**src/rtl/bit_sample_engine.sv**
```systemverilog
`default_nettype none
// ============================================================================
//  Module   : bit_sample_engine
//  Purpose  : Oversampling asynchronous serial receiver. The line is
//             synchronised, each bit is resolved by a 2-of-3 majority vote
//             around mid-bit, and a completed frame is reported with a
//             one-clock dataValid pulse. Error flags are held until the next
//             frame completes.
//  Ports    : clk          - clock, all state updates on the rising edge
//             rst_n        - synchronous active-low reset
//             sampleTick   - oversample strobe, one clk wide
//             serialIn     - asynchronous serial line, idles high
//             dataOut      - last received word (LSB first on the line)
//             dataValid    - one-clk pulse marking a completed frame
//             parityError  - parity mismatch of the last frame
//             framingError - stop bit sampled low in the last frame
//             busy         - receiver is not idle
//  Revision : 1.0 - initial release
// ============================================================================
module bit_sample_engine #(
    parameter int OVERSAMPLE  = 16,
    parameter int DATA_BITS   = 8,
    parameter int PARITY_MODE = 0
) (
    input  logic                 clk,
    input  logic                 rst_n,
    input  logic                 sampleTick,
    input  logic                 serialIn,
    output logic [DATA_BITS-1:0] dataOut,
    output logic                 dataValid,
    output logic                 parityError,
    output logic                 framingError,
    output logic                 busy
);

    localparam int CNT_W = $clog2(OVERSAMPLE);
    localparam int BIT_W = $clog2(DATA_BITS);
    localparam int MID   = OVERSAMPLE / 2;

    localparam logic [CNT_W-1:0] C_CNT_MIDM1 = CNT_W'(MID - 1);
    localparam logic [CNT_W-1:0] C_CNT_MID   = CNT_W'(MID);
    localparam logic [CNT_W-1:0] C_CNT_MIDP1 = CNT_W'(MID + 1);
    localparam logic [CNT_W-1:0] C_CNT_LAST  = CNT_W'(OVERSAMPLE - 1);
    localparam logic [BIT_W-1:0] C_BIT_LAST  = BIT_W'(DATA_BITS - 1);

    localparam logic [2:0] S_IDLE   = 3'd0;
    localparam logic [2:0] S_START  = 3'd1;
    localparam logic [2:0] S_DATA   = 3'd2;
    localparam logic [2:0] S_PARITY = 3'd3;
    localparam logic [2:0] S_STOP   = 3'd4;
    localparam logic [2:0] S_BREAK  = 3'd5;

    logic                 sync1_q, lineS_q;
    logic [2:0]           state_q, state_d;
    logic [CNT_W-1:0]     cnt_q, cnt_d;
    logic [BIT_W-1:0]     bitIdx_q, bitIdx_d;
    logic [1:0]           samp_q, samp_d;     // [1] = sample at MID-1, [0] = at MID
    logic [DATA_BITS-1:0] shift_q, shift_d;
    logic                 parBit_q, parBit_d;
    logic [DATA_BITS-1:0] dataOut_q, dataOut_d;
    logic                 dataValid_q, dataValid_d;
    logic                 parErr_q, parErr_d;
    logic                 frmErr_q, frmErr_d;

    logic                 w_maj;
    logic                 w_xor;
    logic                 w_par_err;
    logic [CNT_W-1:0]     w_cnt_next;

    // The third vote is the live synchronised line at cnt = MID+1.
    assign w_maj = (samp_q[1] & samp_q[0]) | (samp_q[1] & lineS_q) | (samp_q[0] & lineS_q);
    assign w_cnt_next = (cnt_q == C_CNT_LAST) ? '0 : cnt_q + CNT_W'(1);
    assign w_xor = ^{shift_q, parBit_q};

    always_comb begin
        w_par_err = 1'b0;
        if (PARITY_MODE == 1) begin
            w_par_err = w_xor;
        end else if (PARITY_MODE == 2) begin
            w_par_err = ~w_xor;
        end
    end

    always_comb begin
        state_d     = state_q;
        cnt_d       = cnt_q;
        bitIdx_d    = bitIdx_q;
        samp_d      = samp_q;
        shift_d     = shift_q;
        parBit_d    = parBit_q;
        dataOut_d   = dataOut_q;
        dataValid_d = 1'b0;
        parErr_d    = parErr_q;
        frmErr_d    = frmErr_q;

        if (sampleTick) begin
            case (state_q)
                S_IDLE: begin
                    if (!lineS_q) begin
                        state_d = S_START;
                        cnt_d   = '0;
                    end
                end
                S_BREAK: begin
                    if (lineS_q) begin
                        state_d = S_IDLE;
                        cnt_d   = '0;
                    end
                end
                S_START, S_DATA, S_PARITY, S_STOP: begin
                    cnt_d = w_cnt_next;
                    if (cnt_q == C_CNT_MIDM1) samp_d[1] = lineS_q;
                    if (cnt_q == C_CNT_MID)   samp_d[0] = lineS_q;

                    case (state_q)
                        S_START: begin
                            if (cnt_q == C_CNT_MIDP1 && w_maj) begin
                                // Start bit did not survive the vote: treat as a glitch.
                                state_d = S_IDLE;
                                cnt_d   = '0;
                            end else if (cnt_q == C_CNT_LAST) begin
                                state_d  = S_DATA;
                                bitIdx_d = '0;
                            end
                        end
                        S_DATA: begin
                            if (cnt_q == C_CNT_MIDP1) begin
                                shift_d = {w_maj, shift_q[DATA_BITS-1:1]};
                            end
                            if (cnt_q == C_CNT_LAST) begin
                                if (bitIdx_q == C_BIT_LAST) begin
                                    bitIdx_d = '0;
                                    state_d  = (PARITY_MODE != 0) ? S_PARITY : S_STOP;
                                end else begin
                                    bitIdx_d = bitIdx_q + BIT_W'(1);
                                end
                            end
                        end
                        S_PARITY: begin
                            if (cnt_q == C_CNT_MIDP1) parBit_d = w_maj;
                            if (cnt_q == C_CNT_LAST)  state_d  = S_STOP;
                        end
                        default: begin // S_STOP
                            if (cnt_q == C_CNT_MIDP1) begin
                                // Report at mid-stop so the next start edge is never missed.
                                dataOut_d   = shift_q;
                                parErr_d    = w_par_err;
                                frmErr_d    = ~w_maj;
                                dataValid_d = 1'b1;
                                cnt_d       = '0;
                                state_d     = (!w_maj && shift_q == '0) ? S_BREAK : S_IDLE;
                            end
                        end
                    endcase
                end
                default: begin
                    state_d = S_IDLE;
                    cnt_d   = '0;
                end
            endcase
        end
    end

    always_ff @(posedge clk) begin
        if (!rst_n) begin
            sync1_q     <= 1'b1;
            lineS_q     <= 1'b1;
            state_q     <= S_IDLE;
            cnt_q       <= '0;
            bitIdx_q    <= '0;
            samp_q      <= '0;
            shift_q     <= '0;
            parBit_q    <= 1'b0;
            dataOut_q   <= '0;
            dataValid_q <= 1'b0;
            parErr_q    <= 1'b0;
            frmErr_q    <= 1'b0;
        end else begin
            sync1_q     <= serialIn;
            lineS_q     <= sync1_q;
            state_q     <= state_d;
            cnt_q       <= cnt_d;
            bitIdx_q    <= bitIdx_d;
            samp_q      <= samp_d;
            shift_q     <= shift_d;
            parBit_q    <= parBit_d;
            dataOut_q   <= dataOut_d;
            dataValid_q <= dataValid_d;
            parErr_q    <= parErr_d;
            frmErr_q    <= frmErr_d;
        end
    end

    assign dataOut      = dataOut_q;
    assign dataValid    = dataValid_q;
    assign parityError  = parErr_q;
    assign framingError = frmErr_q;
    assign busy         = (state_q != S_IDLE);

endmodule
`default_nettype wire

```
**config.mk**
```make
export PLATFORM = sky130hd
export DESIGN_NAME = bit_sample_engine
export DESIGN_NICKNAME = d
export VERILOG_FILES = /design/src/rtl/bit_sample_engine.sv
export SDC_FILE = /design/constraint.sdc
export NUM_CORES = 1
export LEC_CHECK = 0
export CORE_AREA = 2 2 68 70
export CTS_BUF_LIST = sky130_fd_sc_hd__clkbuf_4 sky130_fd_sc_hd__clkbuf_8
export CTS_CLUSTER_DIAMETER = 50
export CTS_CLUSTER_SIZE = 30
export DETAILED_ROUTE_END_ITERATION = 6
export DIE_AREA = 0 0 70 72
export PLACE_DENSITY_LB_ADDON = 0.3
export SLEW_MARGIN = 20
export SYNTH_ARGS = -nofsm -noshare
export SYNTH_HDL_FRONTEND = slang
export SYNTH_SLANG_ARGS = --single-unit
```
**constraint.sdc**
```tcl
create_clock -name clk -period 1.55 [get_ports clk]
set_clock_uncertainty 0.1 [all_clocks]
set_input_delay 0.31 -clock clk [delete_from_list [all_inputs] [get_ports clk]]
set_output_delay 0.31 -clock clk [all_outputs]
set_load 0.01 [all_outputs]
```
After elaboration in Yosys (flattened, before gate mapping)
Cells that the tools add are included.
{"block": "classes", "n_eq_ne": 20, "n_reduce_logical": 18, "bitwise_logic": 10, "mux": 24, "add_sub_neg": 2}
{"cell": "two-way mux 3 bit", "n": 13}
{"cell": "two-way mux 4 bit", "n": 5}
{"cell": "one-hot mux 3 bit (3 select lines)", "n": 2}
{"cell": "== test 4 bit (second input constant)", "n": 3}
{"cell": "one-hot mux 4 bit (3 select lines)", "n": 1}
{"cell": "!= test 2 bit (second input constant)", "n": 5}
{"cell": "== test 3 bit (second input constant)", "n": 3}
{"cell": "!= test 3 bit (second input constant)", "n": 3}
{"cell": "AND reduction 3 bit", "n": 3}
{"cell": "zero test 8 bit", "n": 1}
{"cell": "one-hot mux 4 bit (2 select lines)", "n": 1}
{"cell": "AND reduction 4 bit", "n": 2}
{"cell": "AND reduction 8 bit", "n": 1}
{"cell": "== test 3 x 2 -> 1 bit (second input constant)", "n": 2}
{"cell": "one-hot mux 3 bit (2 select lines)", "n": 1}
{"cell": "AND reduction 6 bit", "n": 1}
{"cell": "OR reduction 6 bit", "n": 1}
{"cell": "!= test 5 bit (second input constant)", "n": 1}
{"cell": "NOT 1 bit", "n": 5}
{"cell": "adder 4 x 1 -> 4 bit (second input constant)", "n": 1}
{"cell": "== test 4 x 3 -> 1 bit (second input constant)", "n": 1}
{"cell": "!= test 4 bit (second input constant)", "n": 1}
{"cell": "OR reduction 4 bit", "n": 1}
{"cell": "adder 3 x 1 -> 3 bit (second input constant)", "n": 1}
{"cell": "11 further kinds", "n": 15}
{"block": "totals", "output_inout_bits": 12, "ff_bits": 32, "word_cells": 85}

Depth between registers and ports, before layout
{"block": "depth", "depth_word": 9, "mapped_depth": 8, "ltp_nobuf": 6}

Worst setup path after synthesis
OpenSTA, ideal clock, no wires.
{"block": "synth_timing", "kind": "flip-flop to flip-flop", "startpoint": "reg cnt_q[0]", "endpoint": "reg state_q[0]", "t_arrival_ps": 1474, "period_less_slack_ps": 1646, "stages_incl_launch_ff": 6, "n_path_buf": 0, "setup_ps": 72, "setup_slack_ps": -96, "required_time_ps": 1378, "cell_sequence": "dfxtp_1 -> ha_1 -> and3_1 -> nor3_1 -> a2111oi_4 -> mux2i_1"}
{"block": "synth_via", "elab_chain_len": 5, "elab_cells_between_ends": 11, "cone_classes": "eq/ne (6); mux (3); reduce/logical (2)"}
{"element": "start: declaration", "line_no": "55", "text": "logic [CNT_W-1:0] cnt_q, cnt_d;"}
{"element": "start signal: assignment", "line_no": "182", "text": "cnt_q <= cnt_d;"}
{"element": "== test 4 bit", "line_no": "117, 144"}
{"element": "logical AND 1 bit", "line_no": "117", "text": "if (cnt_q == C_CNT_MIDP1 && w_maj) begin"}
{"element": "two-way mux 3 bit", "line_no": "117"}
{"element": "one-hot mux 3 bit (3 select lines)", "line_no": "115", "text": "case (state_q)"}
{"element": "one-hot mux 3 bit (3 select lines)", "line_no": "97", "text": "case (state_q)"}
{"element": "end signal: assignment", "line_no": "181", "text": "state_q <= state_d;"}
{"element": "end: declaration", "line_no": "54", "text": "logic [2:0] state_q, state_d;"}
Several ways; a longest one is shown, not always the timed one.
A chain may end at the register's enable or synchronous reset.

Final worst setup path
{"block": "layout_timing", "startpoint": "reg cnt_q[1]", "endpoint": "reg state_q[1]"}
The elaborated chain is that of the path after synthesis.

==> results by group <==
Placement
  – Detailed placement HPWL: 2864 microns
  – RePlAce Congestion: 0.8733
  – Worst slack, placed: -0.2864 ns
  – Port Buffer Count: 14

Yosys
  – Mapped Cells: 169
  – Ys async rst share: 0
  – Synth area leaders: dfxtp_1, mux2i_1, nor2_1, ha_1, buf_6
  – Largest area contributor in the netlist: dfxtp_1
  – Area of the mapped netlist: 1670 sq um
  – Yosys warnings: 0
  – Avg Synthesized Cell Area: 9.884 sq um
  – Yosys reg bits: 32
  – Post-synth EDFFs: 0
  – Sequential element share of the synthesized area: 0.3835
  – Top-count cell post-synth: dfxtp_1
  – Synthesized Nets: 178
  – Most common library cells after synthesis: dfxtp_1, nor2_1, mux2i_1
  – Synth top area share: 0.3835
  – Netlist cell types: 46
  – Main synth FF type: dfxtp_1

Critical path
  – Crit path kind: flop to flop
  – CP Depth: 6
  – Reg-to-reg startpoint: cnt_q[1]
  – R2R setup slack: -0.24 ns
  – Buf/Inv on CP: 1
  – CP max stage delay: 0.38 ns
  – Delay-heaviest family, CP: simple AND/OR/NAND/NOR gates
  – Worst-path fanout max: 6
  – Capturing point of the worst reg2reg path: state_q[1]
  – Worst path cell trace: inv_2 -> ha_4 -> and3b_2 -> nand3_4 -> a2111oi_4 -> mux2i_1
  – CP max stage cell: a2111oi_4
  – Setup crit end kind: flop
  – Crit path launch type: flop
  – Crit path DAT: 1.89 ns
  – WP data required: 1.65 ns
  – Reg2reg path depth: 6

Clocking
  – Worst-Skew Late Latency: 0.29 ns
  – CTS root buffer: clkbuf_8
  – TritonCTS buffer count: 5
  – Num Clock Sinks: 32
  – Number of H-tree levels: 2
  – Max clock buf depth: 2
  – Clock-pin slew reported for the worst setup and hold paths after clock tree synthesis: 0.08 ns
  – CTS Hold Bufs: 0
  – CTS tree: built

Layout
  – Nets: 237
  – Ratio of cells with drive above 1 in the final layout: 0.4629
  – # diodes: 0
  – Area grow syn2layout: 47.34%

Min path
  – Hold endpoint: lineS_q
  – Hold Path Class: flop to flop
  – Min-Delay Path Depth: 1
  – Min-delay src: sync1_q

Detailed routing
  – ANT nets after route: 0
  – WL/cell: 14.90 microns
  – Drt pass-1 iters: 4
  – Vias/cell: 5.142
  – Final WL: 4188 microns
  – DR iter-0 viols: 62
  – DRC viols: 0
  – Vias: 1445

Die
  – I/O Pins: 16
  – Full die area: 5040 sq um
  – Row count: 24
  – Die width: 70 microns
  – Die Ht: 72 microns
  – Starting Density: 0.3917
  – Core box area: 4264 sq um

Status
  – Failing checks: setup timing
  – Run status: finished with violations

Timing
  – Final setup TNS: -3.368 ns
  – RSZ-0062 raised after global routing: yes
  – Post-route setup slack: -0.2353 ns
  – Peak Freq: 560.1 MHz
  – Max Slew Vio Count: 0
  – Worst hold slack: 0.3260 ns
  – Min Tclk post-route: 1.785 ns
  – Final period utilization: 1.152
  – Final setup violation count: 26
  – Final hold vios: 0

GRT
  – GR Util All Layers: 0.1684
  – Largest net degree at the start of global routing: 16
  – GR Overflow Total: 0
  – Vias in the first global route: 1462
  – Initial antenna violation count: 0
  – First-pass GRT wire length: 6672 microns

Pwr
  – Pwr dens: 669.7 nW/um^2
  – Peak supply drop: 0.4327 mV
  – Leak pwr: 0.001002 uW

Flow run
  – Max-Cap Viols: 0
## state kept, by name, indices dropped and copies added, names as in the netlist
register	count
sync1_q	1
samp_q	2
state_q	3
dataValid	1
shift_q	8
dataOut	8
bitIdx_q	3
cnt_q	4
lineS_q	1
framingError	1
## layout make-up
class                           instances  area (sq um)
Fill cell                             374          1803
Multi-Input combinational cell        119          1055
Sequential cell                        32         656.9
Timing Repair Buffer                   64         569.3
Clock buffer                            5         68.82
Tap cell                               52         65.06
Clock inverter                          3         23.77
Inverter                                6         22.52
## cell usage in the layout (no fill, tap or decap), types with 2 or more instances in the layout
cell,instances
nand3_4,2
nand4_1,3
nor2b_1,2
a21oi_1,2
nand2_2,3
a31oi_1,3
buf_6,3
or4_1,2
buf_12,3
ha_2,2
mux2i_1,21
clkinvlp_4,2
nand3_1,2
inv_2,2
dfxtp_4,3
nor2_4,2
ha_4,3
o211ai_1,5
clkbuf_8,5
dlygate4sd2_1,10
a21oi_2,2
nor2_1,23
a211oi_2,2
nand2_1,5
inv_1,4
nand2b_1,3
and3b_1,2
dfxtp_2,4
clkdlybuf4s50_1,3
dfxtp_1,25
and3_4,3
buf_4,43
## how the worst max path moves through the flow
| stage | end | slack [ns] | startpoint |
|---|---|---|---|
| 2_1_floorplan | state_q[0] | -0.06 | cnt_q[0] |
| 3_3_place_gp | shift_q[4] | -0.25 | sampleTick |
| 3_5_place_dp | shift_q[7] | -0.29 | sampleTick |
| 4_1_cts | state_q[1] | -0.17 | cnt_q[1] |
| 5_1_grt | state_q[1] | -0.28 | cnt_q[1] |
| 6_report | state_q[1] | -0.24 | cnt_q[1] |
## metrics by stage
| step | power [uW] | util | std cells | area, sq um |
|---|---|---|---|---|
| final | 1648 | 0.5772 | 281 | 2461 |
| after global routing | 1714 | 0.5772 | 281 | 2461 |
| after CTS | 1655 | 0.5396 | 275 | 2301 |
| after detailed placement | 1001 | 0.5035 | 265 | 2147 |
| after global placement | 996.6 | 0.5035 | 265 | 2147 |
| after floorplan | 939.3 | - | 169 | 1693 |
## routing by layer
layer	up-vias	part of all wire	track usage
met5	-	0	0
met4	0	0.011	0.05342
met3	5	0.052	0.04444
met2	49	0.51	0.2952
met1	682	0.43	0.2029
li1	709	-	-
## power by group
part / switching [uW] / leakage, uW / internal, uW / total, uW
clock: 340 / 0.0000404 / 318 / 657
combinational: 80.2 / 0.000699 / 79.4 / 160
sequential: 7.99 / 0.000263 / 824 / 832
## cells by family (layout without fill, tap and decap cells)
group / after synthesis / after routing / share of synthesized area
AND/OR/NAND/NOR: 67 / 67 / 0.2479
flip-flops: 32 / 32 / 0.3835
AO/OA/AOI/OAI: 22 / 22 / 0.1199
multiplexers: 22 / 22 / 0.1318
buffers and inverters: 18 / 78 / 0.06517
adder cells (fa/ha/maj): 6 / 6 / 0.04419
other: 1 / 1 / 0.002245
XOR/XNOR: 1 / 1 / 0.005244
## repair_timing
item | 4_1_cts | 5_1_grt
cloned | 0 | 1
setup endpoints to repair | 41 | 30
gates resized for setup | 27 | 25
buffers inserted | 2 | 5
pin swaps | 11 | 18
(Power assumes the default switching activity.)
